**config.mk**
```make
export PLATFORM = sky130hd
export DESIGN_NAME = key_expansion_engine_flat
export DESIGN_NICKNAME = d
export VERILOG_FILES = /design/src/rtl/key_expansion_engine_if.sv /design/src/rtl/key_expansion_engine.sv /design/src/flat_wrapper.sv
export SDC_FILE = /design/constraint.sdc
export NUM_CORES = 2
export LEC_CHECK = 0
export CORE_UTILIZATION = 30
export DETAILED_ROUTE_END_ITERATION = 10
export SLEW_MARGIN = 5
export SYNTH_ARGS = -nofsm -noshare
export SYNTH_HDL_FRONTEND = slang
export SYNTH_SLANG_ARGS = --single-unit
```
**constraint.sdc**
```tcl
create_clock -name clock -period 34.4 [get_ports clock]
set_input_delay 3.44 -clock clock [delete_from_list [all_inputs] [get_ports clock]]
set_output_delay 3.44 -clock clock [all_outputs]
set_load 0.005 [all_outputs]
```
**src/rtl/key_expansion_engine_if.sv**
```systemverilog
// Handshake bundle between the key schedule engine, its key source and the
// round pipeline. The engine connects through the slave modport; the
// upstream/downstream environment connects through the master modport.
interface key_expansion_engine_if;
  logic         startValid;
  logic         startReady;
  logic [127:0] cipherKey;
  logic         decrypt;
  logic [127:0] roundKey;   // roundKey_t on the round pipeline side
  logic [3:0]   roundNum;
  logic         keyValid;
  logic         keyReady;
  logic         lastKey;

  modport master (
    output startValid, cipherKey, decrypt, keyReady,
    input  startReady, roundKey, roundNum, keyValid, lastKey
  );

  modport slave (
    input  startValid, cipherKey, decrypt, keyReady,
    output startReady, roundKey, roundNum, keyValid, lastKey
  );
endinterface

```
**src/rtl/key_expansion_engine.sv**
```systemverilog
// Iterative AES-128 key schedule: accepts a cipher key, expands one round key
// per cycle into an 11-entry store, then streams the round keys forward
// (encrypt) or backward (decrypt) over a valid/ready handshake.
`ifndef NUM_ROUNDS
`define NUM_ROUNDS 10
`endif

// Single-byte AES S-box. Computed as the GF(2^8) multiplicative inverse
// (x^254, with 0 mapping to 0) followed by the FIPS-197 affine transform,
// which avoids carrying a 256-entry table.
module key_expansion_sbox (
  input  logic [7:0] din,
  output logic [7:0] dout
);
  function automatic logic [7:0] gf_mul(input logic [7:0] a, input logic [7:0] b);
    logic [7:0] p;
    logic [7:0] aa;
    p  = 8'h00;
    aa = a;
    for (int i = 0; i < 8; i++) begin
      if (b[i]) p = p ^ aa;
      aa = {aa[6:0], 1'b0} ^ (aa[7] ? 8'h1b : 8'h00);
    end
    return p;
  endfunction

  logic [7:0] inv;

  // Square-and-multiply over exponent 254 = 8'b1111_1110, then affine map
  always_comb begin
    inv = 8'h01;
    for (int i = 7; i >= 0; i--) begin
      inv = gf_mul(inv, inv);
      if (i != 0) inv = gf_mul(inv, din);
    end
    dout = inv ^ {inv[6:0], inv[7]} ^ {inv[5:0], inv[7:6]} ^
           {inv[4:0], inv[7:5]} ^ {inv[3:0], inv[7:4]} ^ 8'h63;
  end
endmodule

// Only NUM_ROUNDS = 10 (AES-128) is meaningful: the Rcon table and the
// 4-bit index counters are sized for it.
module key_expansion_engine #(
  parameter int NUM_ROUNDS = `NUM_ROUNDS
) (
  input logic                 clock,
  input logic                 reset_n,
  key_expansion_engine_if.slave bus
);
  localparam logic [1:0] IDLE   = 2'd0;
  localparam logic [1:0] EXPAND = 2'd1;
  localparam logic [1:0] STREAM = 2'd2;

  localparam logic [3:0] LAST_IDX = 4'(NUM_ROUNDS);

  logic [1:0]   state;
  logic [3:0]   exp_idx;
  logic [3:0]   out_idx;
  logic         dec_q;
  logic [127:0] work;                  // most recently expanded entry
  logic [127:0] store [0:NUM_ROUNDS];

  logic [3:0][7:0] rot_w;
  logic [3:0][7:0] sub_w;
  logic [127:0]    next_key;
  logic            key_valid;
  logic            last_key;
  logic            xfer;

  function automatic logic [7:0] rcon(input logic [3:0] idx);
    case (idx)
      4'd1:    return 8'h01;
      4'd2:    return 8'h02;
      4'd3:    return 8'h04;
      4'd4:    return 8'h08;
      4'd5:    return 8'h10;
      4'd6:    return 8'h20;
      4'd7:    return 8'h40;
      4'd8:    return 8'h80;
      4'd9:    return 8'h1b;
      4'd10:   return 8'h36;
      default: return 8'h00;
    endcase
  endfunction

  // RotWord of w3 feeds the four SubWord lanes
  assign rot_w = {work[23:0], work[31:24]};

  key_expansion_sbox u_sbox [3:0] (
    .din  (rot_w),
    .dout (sub_w)
  );

  // One FIPS-197 word-group step: entry exp_idx from entry exp_idx-1
  always_comb begin
    logic [31:0] temp;
    logic [31:0] w0n;
    logic [31:0] w1n;
    logic [31:0] w2n;
    logic [31:0] w3n;
    temp     = sub_w ^ {rcon(exp_idx), 24'h000000};
    w0n      = work[127:96] ^ temp;
    w1n      = work[95:64]  ^ w0n;
    w2n      = work[63:32]  ^ w1n;
    w3n      = work[31:0]   ^ w2n;
    next_key = {w0n, w1n, w2n, w3n};
  end

  assign key_valid = (state == STREAM);
  assign last_key  = key_valid && (dec_q ? (out_idx == 4'd0) : (out_idx == LAST_IDX));
  assign xfer      = key_valid && bus.keyReady;

  assign bus.startReady = (state == IDLE);
  assign bus.keyValid   = key_valid;
  assign bus.lastKey    = last_key;
  assign bus.roundKey   = key_valid ? store[out_idx] : 128'h0;
  assign bus.roundNum   = key_valid ? out_idx : 4'd0;

  // Control FSM: accept, expand NUM_ROUNDS entries, stream, back to idle
  always_ff @(posedge clock) begin
    if (!reset_n) begin
      state   <= IDLE;
      exp_idx <= 4'd0;
      out_idx <= 4'd0;
      dec_q   <= 1'b0;
      work    <= 128'h0;
    end else begin
      case (state)
        IDLE: begin
          if (bus.startValid) begin
            work    <= bus.cipherKey;
            dec_q   <= bus.decrypt;
            exp_idx <= 4'd1;
            state   <= EXPAND;
          end
        end
        EXPAND: begin
          work    <= next_key;
          exp_idx <= exp_idx + 4'd1;
          if (exp_idx == LAST_IDX) begin
            state   <= STREAM;
            out_idx <= dec_q ? LAST_IDX : 4'd0;
          end
        end
        STREAM: begin
          if (xfer) begin
            if (last_key)   state   <= IDLE;
            else if (dec_q) out_idx <= out_idx - 4'd1;
            else            out_idx <= out_idx + 4'd1;
          end
        end
        default: state <= IDLE;
      endcase
    end
  end

  // Round-key store; contents are don't-care after reset so it is not cleared
  always_ff @(posedge clock) begin
    if (state == IDLE && bus.startValid) store[0] <= bus.cipherKey;
    else if (state == EXPAND)            store[exp_idx] <= next_key;
  end
endmodule

```
**src/flat_wrapper.sv**
```systemverilog
// flat-port wrapper written by rule: the top's interface ports become plain ports
module key_expansion_engine_flat 
#(
  parameter int NUM_ROUNDS = `NUM_ROUNDS
)
  (clock, reset_n, bus_startValid, bus_cipherKey, bus_decrypt, bus_keyReady, bus_startReady, bus_roundKey, bus_roundNum, bus_keyValid, bus_lastKey);
  key_expansion_engine_if bus_i ();
  input logic clock;
  input logic reset_n;
  input wire logic [$bits(bus_i.startValid)-1:0] bus_startValid;
  input wire logic [$bits(bus_i.cipherKey)-1:0] bus_cipherKey;
  input wire logic [$bits(bus_i.decrypt)-1:0] bus_decrypt;
  input wire logic [$bits(bus_i.keyReady)-1:0] bus_keyReady;
  output wire logic [$bits(bus_i.startReady)-1:0] bus_startReady;
  output wire logic [$bits(bus_i.roundKey)-1:0] bus_roundKey;
  output wire logic [$bits(bus_i.roundNum)-1:0] bus_roundNum;
  output wire logic [$bits(bus_i.keyValid)-1:0] bus_keyValid;
  output wire logic [$bits(bus_i.lastKey)-1:0] bus_lastKey;
  assign bus_i.startValid = bus_startValid;
  assign bus_i.cipherKey = bus_cipherKey;
  assign bus_i.decrypt = bus_decrypt;
  assign bus_i.keyReady = bus_keyReady;
  assign bus_startReady = bus_i.startReady;
  assign bus_roundKey = bus_i.roundKey;
  assign bus_roundNum = bus_i.roundNum;
  assign bus_keyValid = bus_i.keyValid;
  assign bus_lastKey = bus_i.lastKey;
  key_expansion_engine #(.NUM_ROUNDS(NUM_ROUNDS)) u_core (.clock(clock), .reset_n(reset_n), .bus(bus_i));
endmodule
```
### Word-level counts from Yosys, hierarchy flattened

Memory sizes are Yosys's and may differ from the RTL's. A register that Yosys moved wholly into a read port is not among the register bits.
Cells that the tools add are included.

| storage, ports and cells | value |
|---|---|
| bits in registers | 139 |
| memory bits (writable) | 1408 |
| memory bits (read-only) | 128 |
| logic and storage cells | 1654 |
| memories kept | 2 |

Memories:

| memory | words | bits a word | rd ports | clocked after memory_dff | write ports | line | source |
|---|---|---|---|---|---|---|---|
| u_core.store | 11 | 128 | 1 | 1 | 1 | key_expansion_engine.sv:61 | `logic [127:0] store [0:NUM_ROUNDS];` |
| (no name shown) | 16 | 8 | 1 | 1 | 0 | key_expansion_engine.sv:71 | `case (idx)` |

| operators by class | value |
|---|---|
| add/subtract/negate cells | 3 |
| eq/ne operators | 9 |
| mux-type cells | 842 |
| bitwise logic cells | 781 |
| reductions and logical operators | 12 |

Operators by type and width:

| cell | number |
|---|---|
| $mux W8 | 420 |
| $xor A8 B8 Y8 | 380 |
| $xor A8 B5 Y8 | 364 |
| $mux W5 | 368 |
| $mux W128 | 3 |
| $pmux W128 S2 | 1 |
| $xor A32 B32 Y32 | 5 |
| $reduce_or A128 Y1 | 1 |
| $mux W4 | 16 |
| $mux W7 | 4 |
| $not A1 Y1 const A | 28 |
| $mux W6 | 4 |
| $mux W2 | 8 |
| $not A4 Y4 | 4 |
| $pmux W4 S2 | 2 |
| $mux W3 | 4 |
| $mux W1 | 11 |
| $add A4 B1 Y4 const B | 2 |
| $eq A4 B4 Y1 const B | 2 |
| $ne A2 B2 Y1 const B | 4 |
| $reduce_and A4 Y1 | 2 |
| $pmux W2 S3 | 1 |
| $logic_not A4 Y1 | 1 |
| $reduce_and A2 Y1 | 2 |
| other kinds (7) | 10 |

### Logic depth before layout (Yosys ltp)

| depth | value |
|---|---|
| depth after elaboration | 227 |
| mapped depth | 97 |
| mapped depth without buffers | 84 |

### Hierarchy

From an unflattened synthesis, not the netlist that was laid out.

| unflattened totals | value |
|---|---|
| cell total of the unflattened synthesis | 11030 |
| area, all modules | 123101.8 µm² |

Modules (own cells, without submodules):

| module | instances | cells an instance | area each (µm²) | sequential area each (µm²) |
|---|---|---|---|---|
| key_expansion_engine | 1 | 3826 | 63900.0 | 45303.4 |
| key_expansion_sbox | 4 | 1801 | 14800.4 | 0.0 |

### Least setup slack after synthesis

Ideal clock, no wire load.

| timing path | value |
|---|---|
| path type | register to register |
| start | register u_core.work[0] |
| end | memory u_core.store[0][11] (data pin) |
| library setup time | 292 ps |
| data arrival time | 22587 ps |
| required time | 34108 ps |
| path slack | 11521 ps |
| stages on the path, launching flop included | 89 |
| buffers on the path | 8 |
| cells stage by stage | dfxtp_1 > ha_1 > mux2_1 > a222oi_1 > xnor2_1 > xnor3_2 > nand2_1 > xor3_1 > xnor3_1 > xnor2_1 > xor2_2 > inv_2 > buf_2 > ha_1 > xor3_1 > nand2_1 > a21oi_1 > xnor2_1 > [... 53 more ...] > xnor2_2 > inv_1 > xnor3_1 > mux2i_1 > a221o_1 > xnor3_1 > clkbuf_1 > ha_1 > inv_1 > xnor2_1 > xnor2_1 > nor2_1 > xnor3_1 > xnor3_1 > xnor2_1 > xnor3_1 > xnor2_1 > o21ai_0 |

| between the ends | value |
|---|---|
| cells in the longest elaborated chain, start to end | 219 |

Ends and longest elaborated chain:

| element | line | source |
|---|---|---|
| from (decl) | key_expansion_engine.sv:60 | `logic [127:0] work;` |
| from (signal assigned) | key_expansion_engine.sv:131 | `work <= bus.cipherKey;` |
| from (signal assigned) | key_expansion_engine.sv:138 | `work <= next_key;` |
| $mux W1 | key_expansion_engine.sv:21 | `if (b[i]) p = p ^ aa;` |
| $mux W2 | key_expansion_engine.sv:21 |  |
| $mux W3 | key_expansion_engine.sv:21 |  |
| $mux W4 | key_expansion_engine.sv:21 |  |
| $mux W5 | key_expansion_engine.sv:21 |  |
| $mux W6 | key_expansion_engine.sv:21 |  |
| $mux W7 | key_expansion_engine.sv:21 |  |
| $mux W8 (2 in a row) | key_expansion_engine.sv:21 |  |
| [... 200 more ...] | - |  |
| $xor A8 B8 Y8 (3 in a row) | key_expansion_engine.sv:36 | `dout = inv ^ {inv[6:0], inv[7]} ^ {inv[5:0], inv[7:6]} ^` |
| $xor A8 B8 Y8 (*) | key_expansion_engine.sv:37 | `{inv[4:0], inv[7:5]} ^ {inv[3:0], inv[7:4]} ^ 8'h63;` |
| $xor A32 B32 Y32 (*) | key_expansion_engine.sv:101 | `temp = sub_w ^ {rcon(exp_idx), 24'h000000};` |
| $xor A32 B32 Y32 (*) | key_expansion_engine.sv:102 | `w0n = work[127:96] ^ temp;` |
| $xor A32 B32 Y32 (*) | key_expansion_engine.sv:103 | `w1n = work[95:64] ^ w0n;` |
| $xor A32 B32 Y32 (*) | key_expansion_engine.sv:104 | `w2n = work[63:32] ^ w1n;` |
| $xor A32 B32 Y32 (*) | key_expansion_engine.sv:105 | `w3n = work[31:0] ^ w2n;` |
| $mux W128 (no source line) (*) | - |  |
| to (decl) | key_expansion_engine.sv:61 |  |

Mark *: on every way between the ends. The rest lies on a longest branch, timed or not.

### Worst setup path in the final report

| timing path | value |
|---|---|
| start | register u_core.work[6] |
| end | memory u_core.store[1][11] (data pin) |

| between the ends | value |
|---|---|
| cells in the longest elaborated chain, start to end | 213 |

Ends and longest elaborated chain:

| element | line | source |
|---|---|---|
| $mux W7 | key_expansion_engine.sv:21 |  |
| $mux W8 | key_expansion_engine.sv:21 |  |
| $xor A8 B5 Y8 | key_expansion_engine.sv:22 | `aa = {aa[6:0], 1'b0} ^ (aa[7] ? 8'h1b : 8'h00);` |
| $xor A8 B8 Y8 | key_expansion_engine.sv:21 |  |
| $mux W8 | key_expansion_engine.sv:21 |  |
| $xor A8 B8 Y8 | key_expansion_engine.sv:21 |  |
| $mux W8 | key_expansion_engine.sv:21 |  |
| $xor A8 B8 Y8 | key_expansion_engine.sv:21 |  |
| [... 195 more ...] | - |  |
| $xor A8 B8 Y8 (3 in a row) | key_expansion_engine.sv:36 |  |
| $xor A8 B8 Y8 (*) | key_expansion_engine.sv:37 |  |
| $xor A32 B32 Y32 (*) | key_expansion_engine.sv:101 |  |
| $xor A32 B32 Y32 (*) | key_expansion_engine.sv:102 |  |
| $xor A32 B32 Y32 (*) | key_expansion_engine.sv:103 |  |
| $xor A32 B32 Y32 (*) | key_expansion_engine.sv:104 |  |
| $xor A32 B32 Y32 (*) | key_expansion_engine.sv:105 |  |
| $mux W128 (no source line) (*) | - |  |

Marks and branches as above.

==> flow_summary.json <==
{
  "grt_overflow_total": 0,
  "critPathMaxFanout": 46,
  "viasPerCell": 5.23,
  "slew_viol_final": 0,
  "synth_compound_gate_area_share_pct": 12.0,
  "clk_latency_ps": 800,
  "crit_required_ps": 34820,
  "post_cts_resize_count": 0,
  "firstDrtPassIters": 8,
  "wl_per_cell_um": 22.8,
  "grt_max_degree": 150,
  "period_share_pct": 85.3,
  "cts_tree": "yes",
  "io_buffers": 267,
  "netlist_instances": 11300,
  "antenna_found_initial": 48,
  "routed_wl_um": 381000,
  "clkTransAtPathRegs_ps": 60,
  "async_flop_share_pct": 0,
  "die_x_um": 638,
  "timing.rr.end": "u_core.store[1][11]",
  "drtIter0Drc": 8203,
  "fmax_mhz": 34.1,
  "final_common_cell": "edfxtp_1",
  "synthMuxAreaShare_pct": 8.30,
  "multi_input_area_um2": 72400,
  "ys_types": 130,
  "core_area_um2": 403000,
  "htree_levels": 4,
  "dieArea_um2": 408000,
  "synth_fp_nets": 11400,
  "gp_congestion": 0.911,
  "hold_buffers": 0,
  "seqCellArea_um2": 45400,
  "worst_slew_pin_slew_ps": 1310,
  "cts_buffers": 154,
  "grt_pass1_wl_um": 560000,
  "grt_usage_pct": 18.0,
  "synthXorXnorAreaFrac_pct": 26.9,
  "synth_seq_area_share_pct": 37.3,
  "highest_layer": "met5",
  "avgSynthCellArea_um2": 10.8,
  "max_stage_delay_ps": 840,
  "whs_ps": 467,
  "min_path_cells": 2,
  "period_minus_slack_ps": 29350,
  "num_vias": 87400,
  "crit_type": "reg2reg",
  "status": "finished clean",
  "cp-start-kind": "flip-flop",
  "end_kind": "flip-flop",
  "hold_start": "u_core.work[106]",
  "die_h_um": 638,
  "setup-tns-final_ps": 0,
  "clockBufferDepth": 3,
  "cts_root_buf": "clkbuf_16",
  "nNetsFinal": 11300,
  "slew_headroom_pct": 12.0,
  "synth_simple_gate_area_share_pct": 11.9,
  "hold_viol": 0,
  "io_pins": 268,
  "cp_slowest_cell": "xnor2_1",
  "initial_utilization_pct": 30.2,
  "r2r_cells": 80,
  "row_count": 233,
  "hold_class": "reg2reg",
  "dpl.hpwl_um": 257000,
  "synthToLayoutAreaGrowth_pct": 11.2,
  "grt_pass1_vias": 82100,
  "synth-edff-count": 1408,
  "final_core_util_pct": 33.5,
  "met2_length_um": 178000,
  "crit_arrival_ps": 29770,
  "cts_setup_buffers": 0,
  "wl_met1_um": 164000,
  "r2r-start": "u_core.work[6]",
  "ys_seq_elements": 1559,
  "fillers": 40300,
  "final_cell_mix": "edfxtp_1 (1408), xnor2_1 (1381), nand2_1 (1245), nor2_1 (1013), a21oi_1 (513)",
  "route.detailed.drc": 0,
  "setup_viol": 0,
  "syn-cell-area_um2": 122000,
  "drive_above_1_share_pct": 10.8,
  "hold_end": "u_core.work[106]",
  "yosys_warnings": 0,
  "reg2reg_slack_ps": 5050,
  "synthAdderAreaFrac_pct": 0.387,
  "finClkSkew_ps": 66.6,
  "synth_top_family_by_area": "XOR/XNOR gates",
  "met3_length_um": 19900,
  "rsz0062_at_grt": "no",
  "cts_sinks": 1559,
  "maxCapViolCount": 0,
  "drtAntennaViolNets": 0,
  "synth_ff_type": "edfxtp_1"
}
[logic make-up (layout without fill, tap and decap cells)]
family          Yosys count  in the layout
compound gates         2144           2144
xor+xnor               2626           2626
fa+ha+maj                37             37
buf+inv                 949            967
flops                  1559           1559
mux                     679            679
other cells               0             42
simple gates           3262           3262
[routing by layer]
metal | GRT usage, % | vias up
met2 | 29.0 | 2806
li1 | - | 40500
met5 | 0 | -
met4 | 9.14 | 4
met3 | 1.85 | 506
met1 | 24.0 | 43500
[worst max-delay path, delay by kind of cell, from the launching register on]
family / cells / cell delay, ps
DFF: 1 / 800
xor gates and xnor gates: 40 / 17120
buffers and inverters: 11 / 3020
AOI/OAI and AO/OA: 9 / 2430
adders and majority gates: 6 / 2700
and+or+nand+nor: 10 / 2070
muxes: 4 / 760
[state kept, by name, summed over array words and instances (netlist names), named ones only]
name / flops
u_core.store: 1408
u_core.work: 128
u_core.out_idx: 4
u_core.exp_idx: 4
u_core.dec_q: 1
u_core.state: 2
[worst max path at each step]
stage / slack [ps] / start / depth (start not counted) / endpoint
2_1_floorplan: 11520 / u_core.work[0] / 88 / u_core.store[0][11]
3_3_place_gp: 5440 / u_core.work[6] / 80 / u_core.store[10][11]
3_5_place_dp: 5310 / u_core.work[6] / 80 / u_core.store[10][11]
4_1_cts: 5280 / u_core.work[6] / 80 / u_core.store[0][11]
5_1_grt: 3260 / u_core.work[6] / 80 / u_core.store[5][11]
6_report: 5050 / u_core.work[6] / 80 / u_core.store[1][11]
[stage by stage]
step	worst slack (ps)	cell area, um2	cells
floorplan	11520	122000	11300
global placement	5440	130000	16400
detailed placement	5310	130000	16400
CTS	5280	135000	16700
global route	3260	135000	16700
finish	5050	135000	16700
[final cells by class]
cell class	count	area share, %
Antenna cell	42	0.0778
Clock inverter	103	0.747
Inverter	133	0.373
Sequential cell	1559	33.6
Timing Repair Buffer	548	3.60
Tap cell	5405	5.01
Clock buffer	183	2.99
Multi-Input combinational cell	8748	53.6
[synthesized netlist by cell type, types with 56 or more instances]
master | count | share of area, %
edfxtp_1 | 1408 | 35
xnor2_1 | 1383 | 10
nand2_1 | 1247 | 3.9
nor2_1 | 1022 | 3.2
a21oi_1 | 513 | 2.1
xor2_1 | 509 | 3.7
clkbuf_1 | 491 | 1.5
xnor3_1 | 430 | 8.0
mux2i_1 | 374 | 3.1
a211oi_1 | 322 | 2.0
o21ai_0 | 320 | 1.3
mux4_2 | 258 | 4.8
nor3_1 | 185 | 0.76
nor2b_1 | 177 | 0.91
nand3_1 | 174 | 0.72
buf_2 | 151 | 0.62
dfxtp_1 | 151 | 2.5
a22oi_1 | 137 | 0.85
buf_1 | 125 | 0.39
inv_1 | 95 | 0.29
xor3_1 | 92 | 1.8
xnor2_2 | 91 | 1.2
o211ai_1 | 88 | 0.54
o21ai_1 | 85 | 0.35
nand2b_1 | 82 | 0.42
and2_1 | 73 | 0.38
o22ai_1 | 60 | 0.31
and3_1 | 58 | 0.30
or3_1 | 58 | 0.30
a31oi_1 | 56 | 0.29
Power is left out: the tool's default activity adds up to more than one toggle a clock period on the data nets, which glitch-free logic cannot reach.
